--- src/rtl/sys_feed_seq_if.sv ---
// sys_feed_seq_if: stream bundle between the operand buffer, the feed
// sequencer and the systolic array row inputs.
//
//   in_data   operand word from the buffer
//   in_valid  buffer word valid
//   in_ready  sequencer accepts a word this cycle
//   arr_data  word driven to the array
//   arr_valid arr_data is valid this cycle
//   w_ps      1 = weight-load phase, 0 = partial-sum/compute phase
//
// master: the sequencer side; slave: the buffer/array side.
interface sys_feed_seq_if #(
    parameter int DW = 8
);
    logic [DW-1:0] in_data;
    logic          in_valid;
    logic          in_ready;
    logic [DW-1:0] arr_data;
    logic          arr_valid;
    logic          w_ps;

    modport master (
        input  in_data, in_valid,
        output in_ready, arr_data, arr_valid, w_ps
    );

    modport slave (
        output in_data, in_valid,
        input  in_ready, arr_data, arr_valid, w_ps
    );
endinterface

--- src/rtl/sys_feed_seq.sv ---
// sys_feed_seq: phase sequencer and data feeder for the systolic array's
// w_ps load protocol. Each start streams W_BEATS weight words (w_ps=1),
// one gap cycle, A_BEATS activation words (w_ps=0), waits DRAIN_CYCLES
// for partial sums to flush, then pulses done.
//
// Ports:
//   clk     rising-edge clock
//   rst     synchronous active-high reset
//   start   one-cycle tile request, sampled only in IDLE
//   reuse_w (only with SYS_FEED_SEQ_WREUSE_EN) skip the weight load
//   busy    high in every state except IDLE
//   done    one-cycle pulse at tile completion
//   bus     sys_feed_seq_if master: in_* from the buffer, arr_*/w_ps
//           to the array (registered, one cycle after the accept)
//
// Optional feature macro: SYS_FEED_SEQ_WREUSE_EN adds reuse_w; start with
// reuse_w=1 goes IDLE -> GAP -> COMPUTE and keeps resident weights.
module sys_feed_seq #(
    parameter int DW           = 8,
    parameter int W_BEATS      = 4,
    parameter int A_BEATS      = 16,
    parameter int DRAIN_CYCLES = 4
) (
    input  logic clk,
    input  logic rst,
    input  logic start,
`ifdef SYS_FEED_SEQ_WREUSE_EN
    input  logic reuse_w,
`endif
    output logic busy,
    output logic done,
    sys_feed_seq_if.master bus
);

    localparam int WCW = $clog2((W_BEATS      < 2) ? 2 : W_BEATS);
    localparam int ACW = $clog2((A_BEATS      < 2) ? 2 : A_BEATS);
    localparam int DCW = $clog2((DRAIN_CYCLES < 2) ? 2 : DRAIN_CYCLES);

    localparam logic [WCW-1:0] W_LAST = WCW'(W_BEATS - 1);
    localparam logic [ACW-1:0] A_LAST = ACW'(A_BEATS - 1);
    localparam logic [DCW-1:0] D_LAST = DCW'(DRAIN_CYCLES - 1);

    typedef enum logic [2:0] {
        S_IDLE,
        S_WLOAD,
        S_GAP,
        S_COMPUTE,
        S_DRAIN,
        S_DONE
    } state_t;

    state_t          state_q,     state_d;
    logic [WCW-1:0]  wcnt_q,      wcnt_d;
    logic [ACW-1:0]  acnt_q,      acnt_d;
    logic [DCW-1:0]  dcnt_q,      dcnt_d;
    logic            busy_q,      busy_d;
    logic            done_q,      done_d;
    logic [DW-1:0]   arr_data_q,  arr_data_d;
    logic            arr_valid_q, arr_valid_d;
    logic            w_ps_q,      w_ps_d;
    logic            load_w;
    logic            accept;

    // Ready depends on state only, never on in_valid.
    assign bus.in_ready = (state_q == S_WLOAD) || (state_q == S_COMPUTE);
    assign accept       = bus.in_valid && bus.in_ready;

`ifdef SYS_FEED_SEQ_WREUSE_EN
    assign load_w = !reuse_w;
`else
    assign load_w = 1'b1;
`endif

    always_comb begin
        state_d     = state_q;
        wcnt_d      = wcnt_q;
        acnt_d      = acnt_q;
        dcnt_d      = dcnt_q;
        done_d      = 1'b0;
        arr_data_d  = arr_data_q;
        arr_valid_d = 1'b0;
        w_ps_d      = 1'b0;

        case (state_q)
            S_IDLE: begin
                if (start) begin
                    wcnt_d  = '0;
                    acnt_d  = '0;
                    dcnt_d  = '0;
                    state_d = load_w ? S_WLOAD : S_GAP;
                end
            end
            S_WLOAD: begin
                // w_ps latches high on the first accept and holds through
                // stalls so the array stays in its load state.
                w_ps_d = w_ps_q || accept;
                if (accept) begin
                    arr_data_d  = bus.in_data;
                    arr_valid_d = 1'b1;
                    if (wcnt_q == W_LAST) begin
                        state_d = S_GAP;
                    end else begin
                        wcnt_d = wcnt_q + 1'b1;
                    end
                end
            end
            S_GAP: begin
                state_d = S_COMPUTE;
            end
            S_COMPUTE: begin
                if (accept) begin
                    arr_data_d  = bus.in_data;
                    arr_valid_d = 1'b1;
                    if (acnt_q == A_LAST) begin
                        state_d = S_DRAIN;
                    end else begin
                        acnt_d = acnt_q + 1'b1;
                    end
                end
            end
            S_DRAIN: begin
                if (dcnt_q == D_LAST) begin
                    state_d = S_DONE;
                    done_d  = 1'b1;
                end else begin
                    dcnt_d = dcnt_q + 1'b1;
                end
            end
            S_DONE: begin
                state_d = S_IDLE;
            end
            default: begin
                state_d = S_IDLE;
            end
        endcase

        busy_d = (state_d != S_IDLE);
    end

    always_ff @(posedge clk) begin
        if (rst) begin
            state_q     <= S_IDLE;
            wcnt_q      <= '0;
            acnt_q      <= '0;
            dcnt_q      <= '0;
            busy_q      <= 1'b0;
            done_q      <= 1'b0;
            arr_data_q  <= '0;
            arr_valid_q <= 1'b0;
            w_ps_q      <= 1'b0;
        end else begin
            state_q     <= state_d;
            wcnt_q      <= wcnt_d;
            acnt_q      <= acnt_d;
            dcnt_q      <= dcnt_d;
            busy_q      <= busy_d;
            done_q      <= done_d;
            arr_data_q  <= arr_data_d;
            arr_valid_q <= arr_valid_d;
            w_ps_q      <= w_ps_d;
        end
    end

    assign busy          = busy_q;
    assign done          = done_q;
    assign bus.arr_data  = arr_data_q;
    assign bus.arr_valid = arr_valid_q;
    assign bus.w_ps      = w_ps_q;

endmodule

--- src/flat_wrapper.sv ---
// flat-port wrapper written by rule: the top's interface ports become plain ports
module sys_feed_seq_flat 
#(
    parameter int DW           = 8,
    parameter int W_BEATS      = 4,
    parameter int A_BEATS      = 16,
    parameter int DRAIN_CYCLES = 4
)
  (clk, rst, start, busy, done, bus_in_data, bus_in_valid, bus_in_ready, bus_arr_data, bus_arr_valid, bus_w_ps);
  sys_feed_seq_if #(.DW(DW)) bus_i ();
  input  logic clk;
  input  logic rst;
  input  logic start;
  output logic busy;
  output logic done;
  input wire logic [$bits(bus_i.in_data)-1:0] bus_in_data;
  input wire logic [$bits(bus_i.in_valid)-1:0] bus_in_valid;
  output wire logic [$bits(bus_i.in_ready)-1:0] bus_in_ready;
  output wire logic [$bits(bus_i.arr_data)-1:0] bus_arr_data;
  output wire logic [$bits(bus_i.arr_valid)-1:0] bus_arr_valid;
  output wire logic [$bits(bus_i.w_ps)-1:0] bus_w_ps;
  assign bus_i.in_data = bus_in_data;
  assign bus_i.in_valid = bus_in_valid;
  assign bus_in_ready = bus_i.in_ready;
  assign bus_arr_data = bus_i.arr_data;
  assign bus_arr_valid = bus_i.arr_valid;
  assign bus_w_ps = bus_i.w_ps;
  sys_feed_seq #(.DW(DW), .W_BEATS(W_BEATS), .A_BEATS(A_BEATS), .DRAIN_CYCLES(DRAIN_CYCLES)) u_core (.clk(clk), .rst(rst), .start(start), .busy(busy), .done(done), .bus(bus_i));
endmodule
--- config.mk ---
export PLATFORM = sky130hd
export DESIGN_NAME = sys_feed_seq_flat
export DESIGN_NICKNAME = d
export VERILOG_FILES = /design/src/rtl/sys_feed_seq_if.sv /design/src/rtl/sys_feed_seq.sv /design/src/flat_wrapper.sv
export SDC_FILE = /design/constraint.sdc
export NUM_CORES = 1
export LEC_CHECK = 0
export CORE_ASPECT_RATIO = 0.6
export CORE_MARGIN = 3
export CORE_UTILIZATION = 43
export CTS_CLUSTER_SIZE = 25
export DETAILED_ROUTE_END_ITERATION = 8
export GPL_ROUTABILITY_DRIVEN = 0
export HOLD_SLACK_MARGIN = 0.05
export PLACE_DENSITY = 0.74
export SYNTH_ARGS = -nofsm -noshare
export SYNTH_HDL_FRONTEND = slang
export SYNTH_SLANG_ARGS = --single-unit
--- constraint.sdc ---
create_clock -name clk -period 1.6 [get_ports clk]
set_input_delay 0.32 -clock clk [delete_from_list [all_inputs] [get_ports clk]]
set_output_delay 0.32 -clock clk [all_outputs]
set_load 0.02 [all_outputs]
# After elaboration in Yosys (flattened, before gate mapping)
# Cells that the tools add are included.
[word_totals]
register_bits = 23
out_inout_bits = 13
word_cells = 63
[op_classes]
bitwise = 3
mux = 19
eq_ne = 13
n_addsub = 3
reduce_logical = 16
[ops]
columns = ["operator", "n"]
rows = [
  ["$mux 3", 6],
  ["$pmux 3 s5", 1],
  ["$mux 4", 3],
  ["$mux 2", 4],
  ["$ne 2x2->1 const B", 4],
  ["$pmux 2 s2", 2],
  ["$pmux 4 s2", 1],
  ["$reduce_and 4->1", 2],
  ["$reduce_or 2->1", 4],
  ["$eq 3x2->1 const B", 2],
  ["$reduce_bool 2->1", 3],
  ["$add 2x1->2 const B", 2],
  ["$add 4x1->4 const B", 1],
  ["$eq 2x2->1 const B", 2],
  ["$eq 4x4->1 const B", 1],
  ["$ne 2x1->1 const B", 2],
  ["$eq 3x1->1 const B", 1],
  ["$eq 3x3->1 const B", 1],
  ["$logic_not 3->1", 1],
  ["$not 1->1", 3],
  ["$reduce_and 3->1", 1],
  ["$reduce_bool 3->1", 1],
  ["$logic_or 1x1->1", 2],
  ["$mux 1", 2],
  ["other kinds (2)", 2],
]

# Depth between registers and ports, before layout
# Gate-level depths: netlist (run 1).
[depth]
ltp_word = 6
ltp_mapped = 7
depth_no_buf = 5

# Least setup slack after synthesis (run 1)
# No wires, ideal clock.
[synth_path]
path_kind = "reg2reg"
from = "register u_core.acnt_q[0]"
to = "register u_core.busy_q, in the netlist u_core.busy"
stages_incl_launch_ff = 6
path_buffers = 0
arrival_ns = 1.446
slack_ns = 0.020
path_cell_list = "dfxtp_1 > ha_1 > and3_4 > and4_4 > nor4_2 > or4_1"
[synth_via]
elab_chain_cells = 5
[synth_rtl]
columns = ["element", "line", "source"]
rows = [
  ["start, declared", "sys_feed_seq.sv:54", "logic [ACW-1:0] acnt_q, acnt_d;"],
  ["start signal, assigned", "sys_feed_seq.sv:154", "acnt_q <= acnt_d;"],
  ["$eq 4x4->1", "sys_feed_seq.sv:114", "if (acnt_q == A_LAST) begin"],
  ["$mux 3", "sys_feed_seq.sv:114", ""],
  ["$mux 3", "sys_feed_seq.sv:111", "if (accept) begin"],
  ["$pmux 3 s5", "sys_feed_seq.sv:84", "case (state_q)"],
  ["$reduce_bool 3->1", "sys_feed_seq.sv:137", "busy_d = (state_d != S_IDLE);"],
  ["end signal, assigned", "sys_feed_seq.sv:156", "busy_q <= busy_d;"],
  ["end, declared", "sys_feed_seq.sv:56", "logic busy_q, busy_d;"],
]
# Every way passes these cells.
# A chain may end at the register's enable or synchronous reset.

# Worst setup path after layout (run 1)
[layout_path]
from = "register u_core.arr_data_q[6], in the netlist u_core.bus.arr_data[6]"
to = "output port bus_arr_data[6]"
[layout_lines]
columns = ["element", "line", "source"]
rows = [
  ["start, declared", "sys_feed_seq.sv:58", "logic [DW-1:0] arr_data_q, arr_data_d;"],
  ["start signal, assigned", "sys_feed_seq.sv:158", "arr_data_q <= arr_data_d;"],
  ["end, declared", "flat_wrapper.sv:19", "output wire logic [$bits(bus_i.arr_data)-1:0] bus_arr_data;"],
]
# No word-level cell between the ends.

==> flow_metrics.py, run 1 <==
metrics = {
    "setup_path": {
        "cp-end-kind": "primary output",
        "crit_arrival_ps": 1210,
        "slowest_stage": "clkdlybuf4s50_1",
        "crit_chain": "clkdlybuf4s50_1",
        "crit-reg2reg-capture": "u_core.busy",
        "reg2reg_depth": 5,
        "r2r_start": "u_core.acnt_q[0]",
        "r2r_slack_ps": 120,
        "slowest_delay_ps": 610,
        "required_ps": 1280,
        "worstSetupPathType": "reg -> out",
        "crit_fanout": 2,
        "critical_path.top_delay_family": "buffers and inverters",
        "path_buf_inv": 1,
        "setup.worst_path.start_class": "register",
    },
    "floorplanning": {
        "die_x_um": 69.0,
        "fp-row-count": 13,
        "start_util": 0.463,
        "die_y_um": 43.8,
        "pin_count": 25,
        "core-area_um2": 2210,
        "dieArea_um2": 3020,
    },
    "clock_network": {
        "clock_path_buffers": 2,
        "clock_latency_ps": 250,
        "cts_max_level": 1,
        "clock-root-buffer": "clkbuf_8",
        "cts_buffers": 3,
        "tritoncts": "done",
        "clk_pin_slew_ps": 70,
        "clock-sinks": 23,
    },
    "grt": {
        "grt_pass1_vias": 974,
        "grt_usage": 0.171,
        "overflow": 0,
        "grt_pass1_wl_mm": 4.21,
        "antenna_found_initial": 0,
        "grt_max_degree": 19,
    },
    "timing": {
        "finalHoldViolCount": 0,
        "period_needed_ps": 1530,
        "relSlewSlack": 0.767,
        "finalSetupTns_ps": 0,
        "worst_slew_pin_slew_ps": 341,
        "fmax_ghz": 0.653,
        "skew_ps": 1.14,
        "rsz0062_at_grt": "false",
        "whs_ps": 454,
        "slew_violations": 0,
        "post-route-period-util": 0.957,
        "setup_viol": 0,
    },
    "route": {
        "routedWlPerCell_um": 12.9,
        "drtIter0Drc": 22,
        "route.detailed.drc": 0,
        "drtPass1Iterations": 4,
        "dr_total_vias": 977,
        "vias_per_cell": 5.31,
        "wl_mm": 2.37,
        "ant_nets": 0,
    },
    "place": {
        "place_hpwl_mm": 1.79,
        "placed_area_um2": 1380,
        "io_buffers": 24,
    },
    "min_path": {
        "hold_path_depth": 2,
        "hp-start": "u_core.bus.arr_data[0]",
        "min_to": "u_core.bus.arr_data[0]",
        "hp-class": "reg -> reg",
    },
    "logic_synthesis": {
        "synthTopCellsByArea": "dfxtp_1 (45%), a21oi_1 (6.8%), nand2_1 (6.6%)",
        "synth_area_um2": 1020,
        "synthCells": 118,
        "yosysWarnings": 0,
        "synth_area_leader_cell": "dfxtp_1",
        "seq_area_frac_synth": 0.449,
        "ys_seq_elements": 23,
        "syn_nets": 133,
        "synth_cell_types": 32,
        "yosysTopAreaCellShare": 0.449,
        "syn_avg_cell_area_um2": 8.68,
    },
    "flow_run": {
        "maxCapViolCount": 0,
    },
    "cells_and_area": {
        "antenna_cells": 0,
        "multi_input_area_um2": 531,
        "fillers": 193,
        "regArea_um2": 464,
        "fin_util": 0.653,
        "areaGrowthSynthToFinish_pct": 40.9,
        "drive_above_1_share": 0.208,
        "final_nets": 170,
        "finalInstanceArea_um2": 1440,
    },
    "power": {
        "ir_drop_mv": 0.520,
        "power.leakage_nw": 0.549,
        "p_per_area_nw_per_um2": 772,
        "finalPower_mw": 1.11,
    },
    "outcome": {
        "status": "finished clean",
    },
}
[power by group]
part / leakage, nW / switching, mW / internal (mW)
clock network: 0.0255 / 0.167 / 0.173
logic: 0.335 / 0.0876 / 0.0888
registers: 0.188 / 0.00946 / 0.589
[metal layers]
layer / GRT usage / share of wire / vias up
li1: - / - / 494
met1: 0.214 / 0.46 / 437
met2: 0.286 / 0.46 / 46
met3: 0.0625 / 0.082 / 0
met4: 0.0389 / 0 / 0
met5: 0 / 0 / -
[cells by family after synthesis]
kind of cell    count (synthesis)  share of synthesized area
simple gates                   56                      0.299
flops                          23                      0.449
compound gates                 22                      0.131
buf+inv                        10                     0.0452
fa+ha+maj                       3                     0.0366
xor+xnor                        2                     0.0171
mux                             2                     0.0220
[synth_stat cells, drive strengths merged]
master and instances:
a2111oi 2, a21oi 14, a2bb2oi 3, a31oi 1
and3 1, and4 1, buf 5, clkbuf 2
dfxtp 23, ha 3, inv 3, mux2 2
nand2 18, nand2b 2, nand3 9, nand3b 3
nand4 1, nor2 9, nor3 3, nor4 6
nor4b 1, o21ai 1, o22a 1, or4 1
or4b 1, xnor2 2
[stage by stage]
step                      cells  setup WS [ps]
after floorplan             118           19.9
after global placement      180           -210
after detailed placement    180           -212
after CTS                   184           23.8
after global routing        184           6.62
final                       184           69.5
[cells in the final DEF (no fill, tap or decap), drive strengths merged, types with 2 or more instances in the layout]
master,Yosys,layout
nor4,6,6
nor2,9,9
inv,3,3
a2111oi,2,2
a21oi,14,14
nand3,9,9
a2bb2oi,3,3
buf,5,15
clkdlybuf4s50,0,22
nor3,3,3
xnor2,2,2
ha,3,3
nand3b,3,3
dfxtp,23,23
nand2,18,18
mux2,2,2
clkbuf,2,3
nand2b,2,2
[area by class of cell]
class | count | area share
multi-input combinational | 85 | 0.367
clock buffer | 3 | 0.0286
inverter | 3 | 0.00780
timing repair buffer | 39 | 0.245
clock inverter | 1 | 0.00347
sequential | 23 | 0.321
tap | 30 | 0.0260
[what timing repair did]
item / CTS / global route
gates resized for setup: 5 / 2
hold buffers: 0 / 0
setup endpoints to repair: 2 / 3
pin swaps: 2 / 1
setup buffers: 0 / 0
[flip-flops by register name, indices dropped and copies added (netlist names)]
name                  flops
u_core.acnt_q             4
u_core.bus.w_ps           1
u_core.state_q            3
u_core.dcnt_q             2
u_core.wcnt_q             2
u_core.done               1
u_core.busy               1
u_core.bus.arr_data       8
u_core.bus.arr_valid      1
[worst max-delay path by stage]
stage	startpoint	to	slack, ps	cells past startpoint
finish	u_core.bus.arr_data[6]	bus_arr_data[6]	70	1
global route	u_core.dcnt_q[0]	u_core.state_q[0]	7	5
CTS	u_core.acnt_q[0]	u_core.busy	20	5
detailed placement	bus_in_valid	u_core.busy	-210	4
global placement	bus_in_valid	u_core.state_q[0]	-210	6
floorplan	u_core.acnt_q[0]	u_core.busy	20	5
(Power assumes the default switching activity.)
==> run 2: changes to the inputs <==
--- a/config.mk
+++ b/config.mk
@@ -5,14 +5,15 @@
 export SDC_FILE = /design/constraint.sdc
 export NUM_CORES = 1
 export LEC_CHECK = 0
-export CORE_ASPECT_RATIO = 0.6
+export CAP_MARGIN = 20
 export CORE_MARGIN = 3
-export CORE_UTILIZATION = 43
+export CORE_UTILIZATION = 54
 export CTS_CLUSTER_SIZE = 25
 export DETAILED_ROUTE_END_ITERATION = 8
+export DONT_BUFFER_PORTS = 1
 export GPL_ROUTABILITY_DRIVEN = 0
 export HOLD_SLACK_MARGIN = 0.05
-export PLACE_DENSITY = 0.74
+export PLACE_DENSITY = 0.72
 export SYNTH_ARGS = -nofsm -noshare
 export SYNTH_HDL_FRONTEND = slang
 export SYNTH_SLANG_ARGS = --single-unit
==> run 2 against run 1 <==
  * Wire length fell by 11%
  * Clock skew barely moved
  * Flip-flop and latch count did not move
  * First-iteration DRC count fell by 45%
  * Cell count fell by 19%
  * Clock power fell by 21%
  * Non-clock buffer count fell by 30
  * Combinational power fell by 53%
  * Die area fell by 19%
  * Critical path depth rose by 4
  * Setup slack got worse by 65 ps
  * Worst hold slack got worse by 390 ps
  * Largest power group unchanged
  * Highest routed layer is now met4
==> flow_metrics.py, run 2 (synthesized netlist as in run 1, its figures left out) <==
metrics = {
    "floorplanning": {
        "pin_count": 25,
        "core-area_um2": 1760,
        "die_x_um": 49.6,
        "fp-row-count": 15,
        "die_y_um": 49.6,
        "dieArea_um2": 2460,
        "start_util": 0.581,
    },
    "timing": {
        "finalHoldViolCount": 0,
        "rsz0062_at_grt": "true",
        "slew_violations": 0,
        "skew_ps": 1.18,
        "post-route-period-util": 0.997,
        "period_needed_ps": 1600,
        "setup_viol": 0,
        "fmax_ghz": 0.627,
        "finalSetupTns_ps": 0,
        "worst_slew_pin_slew_ps": 372,
        "relSlewSlack": 0.746,
    },
    "place": {
        "placed_area_um2": 1070,
        "dp_cells": 143,
        "place_hpwl_mm": 1.40,
        "io_buffers": 0,
    },
    "clock_network": {
        "clock-sinks": 23,
        "clock_latency_ps": 310,
        "cts_buffers": 3,
        "tritoncts": "done",
        "cts_max_level": 1,
        "clock-root-buffer": "clkbuf_4",
        "post-cts-setup-buffer-count": 0,
        "clk_pin_slew_ps": 120,
        "clock_path_buffers": 2,
    },
    "route": {
        "dr_total_vias": 869,
        "vias_per_cell": 5.83,
        "routedWlPerCell_um": 14.1,
        "drtIter0Drc": 12,
        "drtPass1Iterations": 4,
        "route.detailed.drc": 0,
        "ant_nets": 0,
        "wl_mm": 2.10,
    },
    "grt": {
        "antenna_found_initial": 0,
        "grt_usage": 0.180,
        "grt_pass1_wl_mm": 3.42,
        "grt_max_degree": 24,
        "grt_pass1_vias": 796,
        "overflow": 0,
    },
    "cells_and_area": {
        "final_common_cell": "dfxtp_1",
        "finalInstanceArea_um2": 1140,
        "final_cells": 149,
        "drive_above_1_share": 0.210,
        "areaGrowthSynthToFinish_pct": 11.7,
        "final_cell_mix": "dfxtp_1 (20), nand2_1 (18), a21oi_1 (14)",
        "final_nets": 140,
        "fin_util": 0.649,
        "largest_register_ffs": 8,
        "antenna_cells": 0,
    },
    "setup_path": {
        "r2r_start": "u_core.acnt_q[1]",
        "required_ps": 1800,
        "setup.worst_path.start_class": "register",
        "r2r_slack_ps": 4,
        "crit_fanout": 5,
        "crit-reg2reg-capture": "u_core.busy",
        "endpoint": "u_core.busy",
        "reg2reg_depth": 5,
        "crit_arrival_ps": 1800,
        "worstSetupPathType": "reg -> reg",
        "crit_start": "u_core.acnt_q[1]",
        "cp-end-kind": "register",
    },
    "min_path": {
        "hp-start": "rst",
        "hp-class": "in -> reg",
    },
    "power": {
        "power.leakage_nw": 0.407,
        "finalPower_mw": 0.969,
        "ir_drop_mv": 0.474,
        "p_per_area_nw_per_um2": 846,
    },
    "outcome": {
        "status": "finished clean",
    },
    "flow_run": {
        "maxCapViolCount": 0,
    },
}
[run 2: cell types whose count changed in the layout (fill, tap and decap cells not counted)]
cell	before	now
clkdlybuf4s50_1	22	0
buf_4	15	7
clkbuf_4	0	3
clkbuf_8	3	0
dlygate4sd3_1	0	2
dlygate4sd2_1	1	0
dlymetal6s2s_1	1	0
ha_1	2	1
ha_2	0	1
nor3_1	2	1
nor3_2	1	2
[run 2: final cells by class]
type	instances	area (um2)
Clock inverter	1	5.00
Timing Repair Buffer	9	72.6
Clock buffer	3	22.5
Tap cell	25	31.3
Sequential cell	23	464
Fill cell	170	619
Multi-Input combinational cell	85	538
Inverter	3	11.3
[run 2: repair_timing]
action,CTS,global route
hold buffers,1,1
gates resized for setup,2,5
endpoints found under the hold margin,1,7
endpoints found under the setup margin,1,4
gates cloned,0,0
pin swaps,1,2
[run 2: metal layers]
| layer | up-vias | global-route usage | share of wire |
|---|---|---|---|
| li1 | 435 | - | - |
| met1 | 412 | 0.220 | 0.44 |
| met2 | 18 | 0.295 | 0.50 |
| met3 | 4 | 0.0453 | 0.052 |
| met4 | 0 | 0.0829 | 0.013 |
| met5 | - | 0 | 0 |
[run 2: power by group]
| group | internal (mW) | total (mW) | switching, mW | leakage (nW) |
|---|---|---|---|---|
| clock | 0.0934 | 0.268 | 0.174 | 0.0177 |
| combinational | 0.0363 | 0.0824 | 0.0461 | 0.201 |
| sequential | 0.590 | 0.619 | 0.0285 | 0.188 |
| total | 0.720 | 0.969 | 0.249 | 0.407 |
[run 2: critical path: stages, from the launching register on]
cell     delay (ps)
dfxtp_2         380
ha_4            130
and3_4          210
and4_4          230
nor4_2           50
or4_1           490
[run 2: metrics by stage]
| stage | hold WS [ps] | setup WS, ps |
|---|---|---|
| after detailed placement | 395 | 1.28 |
| after global routing | 50.3 | -26.1 |
| after CTS | 50.7 | 1.52 |
| final | 59.7 | 4.33 |
| after floorplan | 396 | 19.9 |
| after global placement | 392 | 29.0 |
[run 2: worst min path at each step]
| stage | to | slack [ps] | cells after the start |
|---|---|---|---|
| after floorplan | u_core.state_q[2] | 400 | 1 |
| after global placement | u_core.bus.arr_data[1] | 390 | 1 |
| after CTS | u_core.acnt_q[0] | 50 | 1 |
| after global routing | u_core.bus.arr_data[5] | 50 | 1 |
| final | u_core.wcnt_q[1] | 60 | 1 |
| after detailed placement | u_core.bus.arr_data[3] | 390 | 1 |
